**config.mk**
```make
export PLATFORM = sky130hd
export DESIGN_NAME = adc_capture_ctrl_flat
export DESIGN_NICKNAME = d
export VERILOG_FILES = /design/src/rtl/adc_capture_ctrl_pkg.sv /design/src/rtl/adc_capture_ctrl_if.sv /design/src/rtl/adc_capture_ctrl_edge_det.sv /design/src/rtl/adc_capture_ctrl.sv /design/src/flat_wrapper.sv
export SDC_FILE = /design/constraint.sdc
export NUM_CORES = 1
export LEC_CHECK = 0
export CORE_ASPECT_RATIO = 0.7
export CORE_MARGIN = 2
export CORE_UTILIZATION = 32
export DETAILED_ROUTE_END_ITERATION = 6
export GPL_TIMING_DRIVEN = 0
export MAX_ROUTING_LAYER = met4
export SLEW_MARGIN = 15
export SYNTH_ARGS = -nofsm -noshare
export SYNTH_HDL_FRONTEND = slang
export SYNTH_SLANG_ARGS = --single-unit
```
**constraint.sdc**
```tcl
create_clock -name adc_sampleclk -period 5.7 [get_ports adc_sampleclk]
set_input_delay 1.425 -clock adc_sampleclk [delete_from_list [all_inputs] [get_ports adc_sampleclk]]
set_output_delay 1.425 -clock adc_sampleclk [all_outputs]
set_load 0.02 [all_outputs]
```
**src/rtl/adc_capture_ctrl_pkg.sv**
```systemverilog
// Shared definitions for the ADC capture sequencer: the state encoding (also used
// by the register readback decode) and the default arm settle time.
package capture_ctrl_pkg;

  typedef enum logic [2:0] {
    ST_IDLE    = 3'd0,
    ST_ARMING  = 3'd1,
    ST_ARMED   = 3'd2,
    ST_CAPTURE = 3'd3,
    ST_HOLDOFF = 3'd4,
    ST_DONE    = 3'd5
  } cap_state_e;

  // Must stay >= 3 so the FIFO arm-edge reset pipeline has cleared before a trigger.
  localparam int ARM_SETTLE_DEF = 4;

endpackage

```
**src/rtl/adc_capture_ctrl_if.sv**
```systemverilog
// Control/status bundle between the register block, the capture sequencer and the
// sample FIFO; master is the sequencer side.
interface adc_capture_ctrl_if #(
  parameter int SEG_W     = 16,
  parameter int HOLDOFF_W = 16,
  parameter int TIMEOUT_W = 32
);
  logic                 arm_i;
  logic                 trigger_i;
  logic                 stream_mode_i;
  logic                 capture_stop_i;
  logic [SEG_W-1:0]     num_segments_i;
  logic [HOLDOFF_W-1:0] seg_holdoff_i;
  logic [TIMEOUT_W-1:0] timeout_i;
  logic                 fifo_arm_o;
  logic                 capture_go_o;
  logic                 armed_o;
  logic                 done_o;
  logic [SEG_W-1:0]     seg_index_o;
  logic                 timed_out_o;
  logic [2:0]           state_o;

  modport master (
    input  arm_i, trigger_i, stream_mode_i, capture_stop_i,
           num_segments_i, seg_holdoff_i, timeout_i,
    output fifo_arm_o, capture_go_o, armed_o, done_o,
           seg_index_o, timed_out_o, state_o
  );

  modport slave (
    output arm_i, trigger_i, stream_mode_i, capture_stop_i,
           num_segments_i, seg_holdoff_i, timeout_i,
    input  fifo_arm_o, capture_go_o, armed_o, done_o,
           seg_index_o, timed_out_o, state_o
  );
endinterface

```
**src/rtl/adc_capture_ctrl_edge_det.sv**
```systemverilog
// Registered edge detector: one-cycle delayed copy of a level, with combinational
// rise/fall pulses relative to that copy.
module capture_edge_det (
  input  logic clk,
  input  logic rst_n,
  input  logic level,
  output logic rise,
  output logic fall
);
  logic level_q;

  always_ff @(posedge clk or negedge rst_n) begin
    if (!rst_n) level_q <= 1'b0;
    else        level_q <= level;
  end

  assign rise = level & ~level_q;
  assign fall = ~level & level_q;
endmodule

```
**src/rtl/adc_capture_ctrl.sv**
```systemverilog
// ADC capture sequencer: arms the sample FIFO, gates capture on trigger and walks
// multi-segment captures with holdoff. Forced trigger built under ADC_CAPTURE_CTRL_TIMEOUT_EN.
//
// state   | meaning
// IDLE    | disarmed, waiting for arm rise
// ARMING  | FIFO arm asserted, settle timer running, triggers discarded
// ARMED   | waiting for trigger (or timeout)
// CAPTURE | capture_go high until FIFO stop
// HOLDOFF | gap between segments, triggers ignored
// DONE    | all segments captured, waiting for arm fall
module adc_capture_ctrl
  import capture_ctrl_pkg::*;
#(
  parameter int SEG_W      = 16,
  parameter int HOLDOFF_W  = 16,
  parameter int TIMEOUT_W  = 32,
  parameter int ARM_SETTLE = ARM_SETTLE_DEF
) (
  input logic                adc_sampleclk,
  input logic                reset_n,
  adc_capture_ctrl_if.master bus
);

  localparam logic [HOLDOFF_W-1:0] SETTLE_LOAD = HOLDOFF_W'(ARM_SETTLE - 1);

  cap_state_e           state;
  logic [HOLDOFF_W-1:0] cnt;
  logic                 fifo_arm;
  logic                 capture_go;
  logic                 armed;
  logic                 done;
  logic                 timed_out;
  logic [SEG_W-1:0]     seg_index;
  logic [SEG_W-1:0]     seg_next;
  logic [SEG_W-1:0]     num_eff;
  logic                 arm_rise;
  logic                 arm_fall;
  logic                 trig_ev;
  logic                 unused_trig_fall;
  logic                 tmo_hit;

  capture_edge_det u_arm_edge (
    .clk   (adc_sampleclk),
    .rst_n (reset_n),
    .level (bus.arm_i),
    .rise  (arm_rise),
    .fall  (arm_fall)
  );

  capture_edge_det u_trig_edge (
    .clk   (adc_sampleclk),
    .rst_n (reset_n),
    .level (bus.trigger_i),
    .rise  (trig_ev),
    .fall  (unused_trig_fall)
  );

  assign seg_next = (&seg_index) ? seg_index : seg_index + SEG_W'(1);
  assign num_eff  = (bus.num_segments_i == '0) ? SEG_W'(1) : bus.num_segments_i;

`ifdef ADC_CAPTURE_CTRL_TIMEOUT_EN
  logic [TIMEOUT_W-1:0] tmo_cnt;

  // Held at zero outside ARMED, so every ARMED entry starts a fresh count.
  always_ff @(posedge adc_sampleclk or negedge reset_n) begin
    if (!reset_n)                tmo_cnt <= '0;
    else if (state != ST_ARMED)  tmo_cnt <= '0;
    else                         tmo_cnt <= tmo_cnt + TIMEOUT_W'(1);
  end

  assign tmo_hit = (state == ST_ARMED) && (bus.timeout_i != '0) &&
                   (tmo_cnt == bus.timeout_i - TIMEOUT_W'(1));
`else
  logic unused_timeout;
  assign unused_timeout = ^bus.timeout_i;
  assign tmo_hit        = 1'b0;
`endif

  always_ff @(posedge adc_sampleclk or negedge reset_n) begin
    if (!reset_n) begin
      state      <= ST_IDLE;
      cnt        <= '0;
      fifo_arm   <= 1'b0;
      capture_go <= 1'b0;
      armed      <= 1'b0;
      done       <= 1'b0;
      timed_out  <= 1'b0;
      seg_index  <= '0;
    end else if (arm_fall && (state != ST_IDLE)) begin
      // Abort wins over stop, trigger and timeout; index and timeout flag are kept for readback.
      state      <= ST_IDLE;
      fifo_arm   <= 1'b0;
      capture_go <= 1'b0;
      armed      <= 1'b0;
      done       <= 1'b0;
    end else begin
      case (state)
        ST_IDLE: begin
          if (arm_rise) begin
            state     <= ST_ARMING;
            fifo_arm  <= 1'b1;
            seg_index <= '0;
            timed_out <= 1'b0;
            cnt       <= SETTLE_LOAD;
          end
        end
        ST_ARMING: begin
          if (cnt == '0) begin
            state <= ST_ARMED;
            armed <= 1'b1;
          end else begin
            cnt <= cnt - HOLDOFF_W'(1);
          end
        end
        ST_ARMED: begin
          if (trig_ev || tmo_hit) begin
            state      <= ST_CAPTURE;
            armed      <= 1'b0;
            capture_go <= 1'b1;
            timed_out  <= ~trig_ev;
          end
        end
        ST_CAPTURE: begin
          if (bus.capture_stop_i) begin
            capture_go <= 1'b0;
            seg_index  <= seg_next;
            if ((seg_next >= num_eff) || bus.stream_mode_i) begin
              state <= ST_DONE;
              done  <= 1'b1;
            end else begin
              state <= ST_HOLDOFF;
              cnt   <= bus.seg_holdoff_i;
            end
          end
        end
        ST_HOLDOFF: begin
          if (cnt == '0) begin
            state <= ST_ARMED;
            armed <= 1'b1;
          end else begin
            cnt <= cnt - HOLDOFF_W'(1);
          end
        end
        ST_DONE: begin
          state <= ST_DONE;
        end
        default: begin
          state      <= ST_IDLE;
          fifo_arm   <= 1'b0;
          capture_go <= 1'b0;
          armed      <= 1'b0;
          done       <= 1'b0;
        end
      endcase
    end
  end

  assign bus.fifo_arm_o   = fifo_arm;
  assign bus.capture_go_o = capture_go;
  assign bus.armed_o      = armed;
  assign bus.done_o       = done;
  assign bus.seg_index_o  = seg_index;
  assign bus.timed_out_o  = timed_out;
  assign bus.state_o      = state;

endmodule

```
**src/flat_wrapper.sv**
```systemverilog
// flat-port wrapper written by rule: the top's interface ports become plain ports
module adc_capture_ctrl_flat import capture_ctrl_pkg::*;
#(
  parameter int SEG_W      = 16,
  parameter int HOLDOFF_W  = 16,
  parameter int TIMEOUT_W  = 32,
  parameter int ARM_SETTLE = ARM_SETTLE_DEF
)
  (adc_sampleclk, reset_n, bus_arm_i, bus_trigger_i, bus_stream_mode_i, bus_capture_stop_i, bus_num_segments_i, bus_seg_holdoff_i, bus_timeout_i, bus_fifo_arm_o, bus_capture_go_o, bus_armed_o, bus_done_o, bus_seg_index_o, bus_timed_out_o, bus_state_o);
  adc_capture_ctrl_if #(.SEG_W(SEG_W), .HOLDOFF_W(HOLDOFF_W), .TIMEOUT_W(TIMEOUT_W)) bus_i ();
  input logic adc_sampleclk;
  input logic reset_n;
  input wire logic [$bits(bus_i.arm_i)-1:0] bus_arm_i;
  input wire logic [$bits(bus_i.trigger_i)-1:0] bus_trigger_i;
  input wire logic [$bits(bus_i.stream_mode_i)-1:0] bus_stream_mode_i;
  input wire logic [$bits(bus_i.capture_stop_i)-1:0] bus_capture_stop_i;
  input wire logic [$bits(bus_i.num_segments_i)-1:0] bus_num_segments_i;
  input wire logic [$bits(bus_i.seg_holdoff_i)-1:0] bus_seg_holdoff_i;
  input wire logic [$bits(bus_i.timeout_i)-1:0] bus_timeout_i;
  output wire logic [$bits(bus_i.fifo_arm_o)-1:0] bus_fifo_arm_o;
  output wire logic [$bits(bus_i.capture_go_o)-1:0] bus_capture_go_o;
  output wire logic [$bits(bus_i.armed_o)-1:0] bus_armed_o;
  output wire logic [$bits(bus_i.done_o)-1:0] bus_done_o;
  output wire logic [$bits(bus_i.seg_index_o)-1:0] bus_seg_index_o;
  output wire logic [$bits(bus_i.timed_out_o)-1:0] bus_timed_out_o;
  output wire logic [$bits(bus_i.state_o)-1:0] bus_state_o;
  assign bus_i.arm_i = bus_arm_i;
  assign bus_i.trigger_i = bus_trigger_i;
  assign bus_i.stream_mode_i = bus_stream_mode_i;
  assign bus_i.capture_stop_i = bus_capture_stop_i;
  assign bus_i.num_segments_i = bus_num_segments_i;
  assign bus_i.seg_holdoff_i = bus_seg_holdoff_i;
  assign bus_i.timeout_i = bus_timeout_i;
  assign bus_fifo_arm_o = bus_i.fifo_arm_o;
  assign bus_capture_go_o = bus_i.capture_go_o;
  assign bus_armed_o = bus_i.armed_o;
  assign bus_done_o = bus_i.done_o;
  assign bus_seg_index_o = bus_i.seg_index_o;
  assign bus_timed_out_o = bus_i.timed_out_o;
  assign bus_state_o = bus_i.state_o;
  adc_capture_ctrl #(.SEG_W(SEG_W), .HOLDOFF_W(HOLDOFF_W), .TIMEOUT_W(TIMEOUT_W), .ARM_SETTLE(ARM_SETTLE)) u_core (.adc_sampleclk(adc_sampleclk), .reset_n(reset_n), .bus(bus_i));
endmodule
```
==> reports/results.tsv <==
stage	metric	value	unit
flow_run	drv_cap	0	
routing	first_iter_violations	181	
sta	fin_ws	1040	ps
setup_path	ff2ff_path_depth	14	
routing	wirelength	9.21	mm
placed_design	dp_hpwl	7.03	mm
sta	slew_headroom	35.1	%
clock_tree	clk_pin_slew	70	ps
die	core_area	0.00918	sq mm
setup_path	worstPathCellList	clkdlybuf4s50_1, nor4_1, a41o_1, ha_1, nand2b_1, a2111o_1, a31oi_1, a31oi_1, clkbuf_1, o31ai_1, o21ai_0	
global_routing	grt_pass1_wl	15.2	mm
min_path	hold_path.class	reg2reg	
setup_path	crit_fanout	10	
logic_synthesis	syn_inst	378	
setup_path	required	5860	ps
setup_path	timing.rr.start	u_core.bus.seg_index_o[4]	
setup_path	critPathBufInv	2	
power_and_ir_drop	p_per_area	404	mW/mm^2
sta	grt_setup_unrepaired	false	
setup_path	crit_type	in2reg	
die	fp-row-count	29	
sta	max_freq	215	MHz
clock_tree	clk_latency	280	ps
setup_path	worstSetupStartpoint	bus_num_segments_i[9]	
placed_design	port-buffer-count	61	
setup_path	crit_end	u_core.cnt[13]	
clock_tree	post_cts_buffers	0	
logic_synthesis	synth_top_flop_cell	dfrtp_1	
setup_path	cp_top_family	compound AO/OA/AOI/OAI gates	
logic_synthesis	synth-edff-count	0	
setup_path	cp.arrival	4810	ps
routing	drc	0	
logic_synthesis	yosysSeqAreaShare	34.2	%
sta	maxSlewViolCount	0	
sta	skew	9.73	ps
min_path	min_path_cells	1	
setup_path	crit_slowest_cell	nor4_1	
global_routing	grt-ovfl-total	0	
placed_design	gp_congestion	0.881	
sta	tns	0	ps
logic_synthesis	synth.distinct_cells	49	
final_layout	antennaDiodeCount	0	
clock_tree	cts_buffer_depth	2	
setup_path	ff2ff_setup_slack	1340	ps
logic_synthesis	synth-async-reset-ratio	100	%
die	die_h	86.0	microns
power_and_ir_drop	max-vdd-ir-drop	170	uV
power_and_ir_drop	p_leak	1.72	nW
routing	wl_per_cell	16.1	microns
status	status	complete, no violations	
clock_tree	cts_tree	yes	
final_layout	fin_nets	535	
clock_tree	cts_hold_buf	0	
die	io_pins	94	
setup_path	rr_endpoint	u_core.cnt[10]	
final_layout	syn_to_final_growth	30.3	%
sta	setup_viol	0	
sta	fin_crit_sh	81.7	%
clock_tree	cts_made_buffers	5	
clock_tree	cts.sinks	42	
setup_path	start_kind	input pin	
setup_path	max_stage_delay	590	ps
final_layout	layout-drive-gt1-share	5.36	%
setup_path	crit_cells	11	
global_routing	antenna_found_initial	0	
routing	vias	3150	
setup_path	cpMostUsedCell	a31oi_1	
die	die_area	0.0104	sq mm
clock_tree	cts_resized	0	
clock_tree	root_buffer	clkbuf_16	
global_routing	grt_max_degree	28	
sta	tightest_slew	958	ps
setup_path	critPathCaptureType	flip-flop	
sta	hold_viol	0	
placed_design	place_ws	719	ps
logic_synthesis	yosysWarnings	0	
global_routing	track_usage	18.7	%
logic_synthesis	synth.avg_cell_area	8.13	sq um
clock_tree	htree_num_levels	2	
logic_synthesis	ys_seq_elements	42	
global_routing	grt_pass1_vias	2956	
sta	fin_crit	4660	ps
logic_synthesis	synthesis.area	0.00307	sq mm
routing	drtPass1Iterations	5	
routing	vias_per_cell	5.51	
die	start_util	33.5	%
die	die-width	121	microns
logic_synthesis	synth_nets	466	
routing	ant_nets	0	
==> power by group <==
group | internal, mW | leakage (nW) | switching [mW]
Combinational | 0.353 | 1.09 | 0.529
Sequential | 0.366 | 0.557 | 0.0774
Clock | 0.174 | 0.0729 | 0.119
==> area by class of cell <==
class	count	area, sq um
Multi-Input combinational cell	292	1830
Clock buffer	6	139
Buffer	17	90.1
Inverter	27	101
Tap cell	124	155
Timing Repair Buffer	62	626
Clock inverter	2	12.5
Fill cell	933	5180
Sequential cell	42	1050
==> through the flow <==
stage,utilization (%),cell area (sq um),hold WS [ps],instances,power [mW]
5_1_grt,43.6,4000,531,572,1.75
3_5_place_dp,42.0,3850,495,564,1.32
6_report,43.6,4000,511,572,1.62
2_1_floorplan,-,3070,467,378,1.05
3_3_place_gp,41.8,3840,494,563,1.30
4_1_cts,43.6,4000,514,572,1.62
==> how the worst min path moves through the flow <==
stage	from	end	slack, ps
2_1_floorplan	u_core.cnt[9]	u_core.cnt[9]	470
3_3_place_gp	u_core.cnt[15]	u_core.cnt[15]	490
3_5_place_dp	u_core.cnt[0]	u_core.cnt[0]	500
4_1_cts	u_core.cnt[0]	u_core.cnt[0]	510
5_1_grt	u_core.cnt[0]	u_core.cnt[0]	530
6_report	u_core.cnt[0]	u_core.cnt[0]	510
==> logic make-up (layout without fill, tap and decap cells) <==
family | Yosys count | in the layout | synth area share [%]
fa+ha+maj | 18 | 18 | 7.33
mux | 2 | 2 | 0.733
simple gates | 126 | 126 | 20.2
compound gates | 133 | 133 | 27.6
flops | 42 | 42 | 34.2
xor+xnor | 13 | 13 | 3.71
buf+inv | 44 | 114 | 6.23
==> layout by cell type, fill, tap and decap left out, drive strengths merged, types with 10 or more instances in the layout <==
cell / count
nor4: 10
o31ai: 18
o21ai: 37
a21oi: 27
nand2: 31
clkbuf: 17
clkdlybuf4s50: 60
inv: 27
a31oi: 11
a22oi: 11
nor3: 10
ha: 18
dfrtp: 42
nor2: 38
nand3: 12
==> metal layers <==
layer	global-route usage [%]	up-vias	routed length, microns	share of wire [%]
met3	2.86	2	554	6.0
li1	-	1531	-	-
met4	3.17	0	40	0.43
met2	26.4	101	3880	42
met1	28.2	1516	4740	51
met5	-	-	0	0
==> synth_stat cells, types with 3 or more instances <==
| cell | instances | area, sq um |
|---|---|---|
| buf_6 | 3 | 33.8 |
| nand4_1 | 5 | 31.3 |
| a21oi_1 | 27 | 135 |
| nor2_1 | 38 | 143 |
| ha_1 | 18 | 225 |
| nor2b_1 | 4 | 25.0 |
| a21o_1 | 4 | 30.0 |
| a31oi_1 | 11 | 68.8 |
| o31ai_1 | 18 | 135 |
| a22o_1 | 7 | 61.3 |
| inv_1 | 27 | 101 |
| nand2_1 | 31 | 116 |
| nor4_1 | 9 | 56.3 |
| clkbuf_1 | 11 | 41.3 |
| o21ai_0 | 36 | 180 |
| xnor2_1 | 8 | 70.1 |
| nand2b_1 | 5 | 31.3 |
| nand3_1 | 12 | 60.1 |
| xor2_1 | 5 | 43.8 |
| dfrtp_1 | 42 | 1050 |
| buf_2 | 3 | 15.0 |
| a22oi_1 | 11 | 82.6 |
| nor3_1 | 10 | 50.1 |
==> worst reg2reg max path: cells and delay by family (launching register included) <==
kind	cells	cell delay, ps
adders and majority gates	1	300
xor gates and xnor gates	1	170
DFF	1	360
buffers and inverters	2	710
AOI/OAI and AO/OA	4	1400
and+or+nand+nor	6	1370
Note: power is estimated with default switching activity, not from simulation.
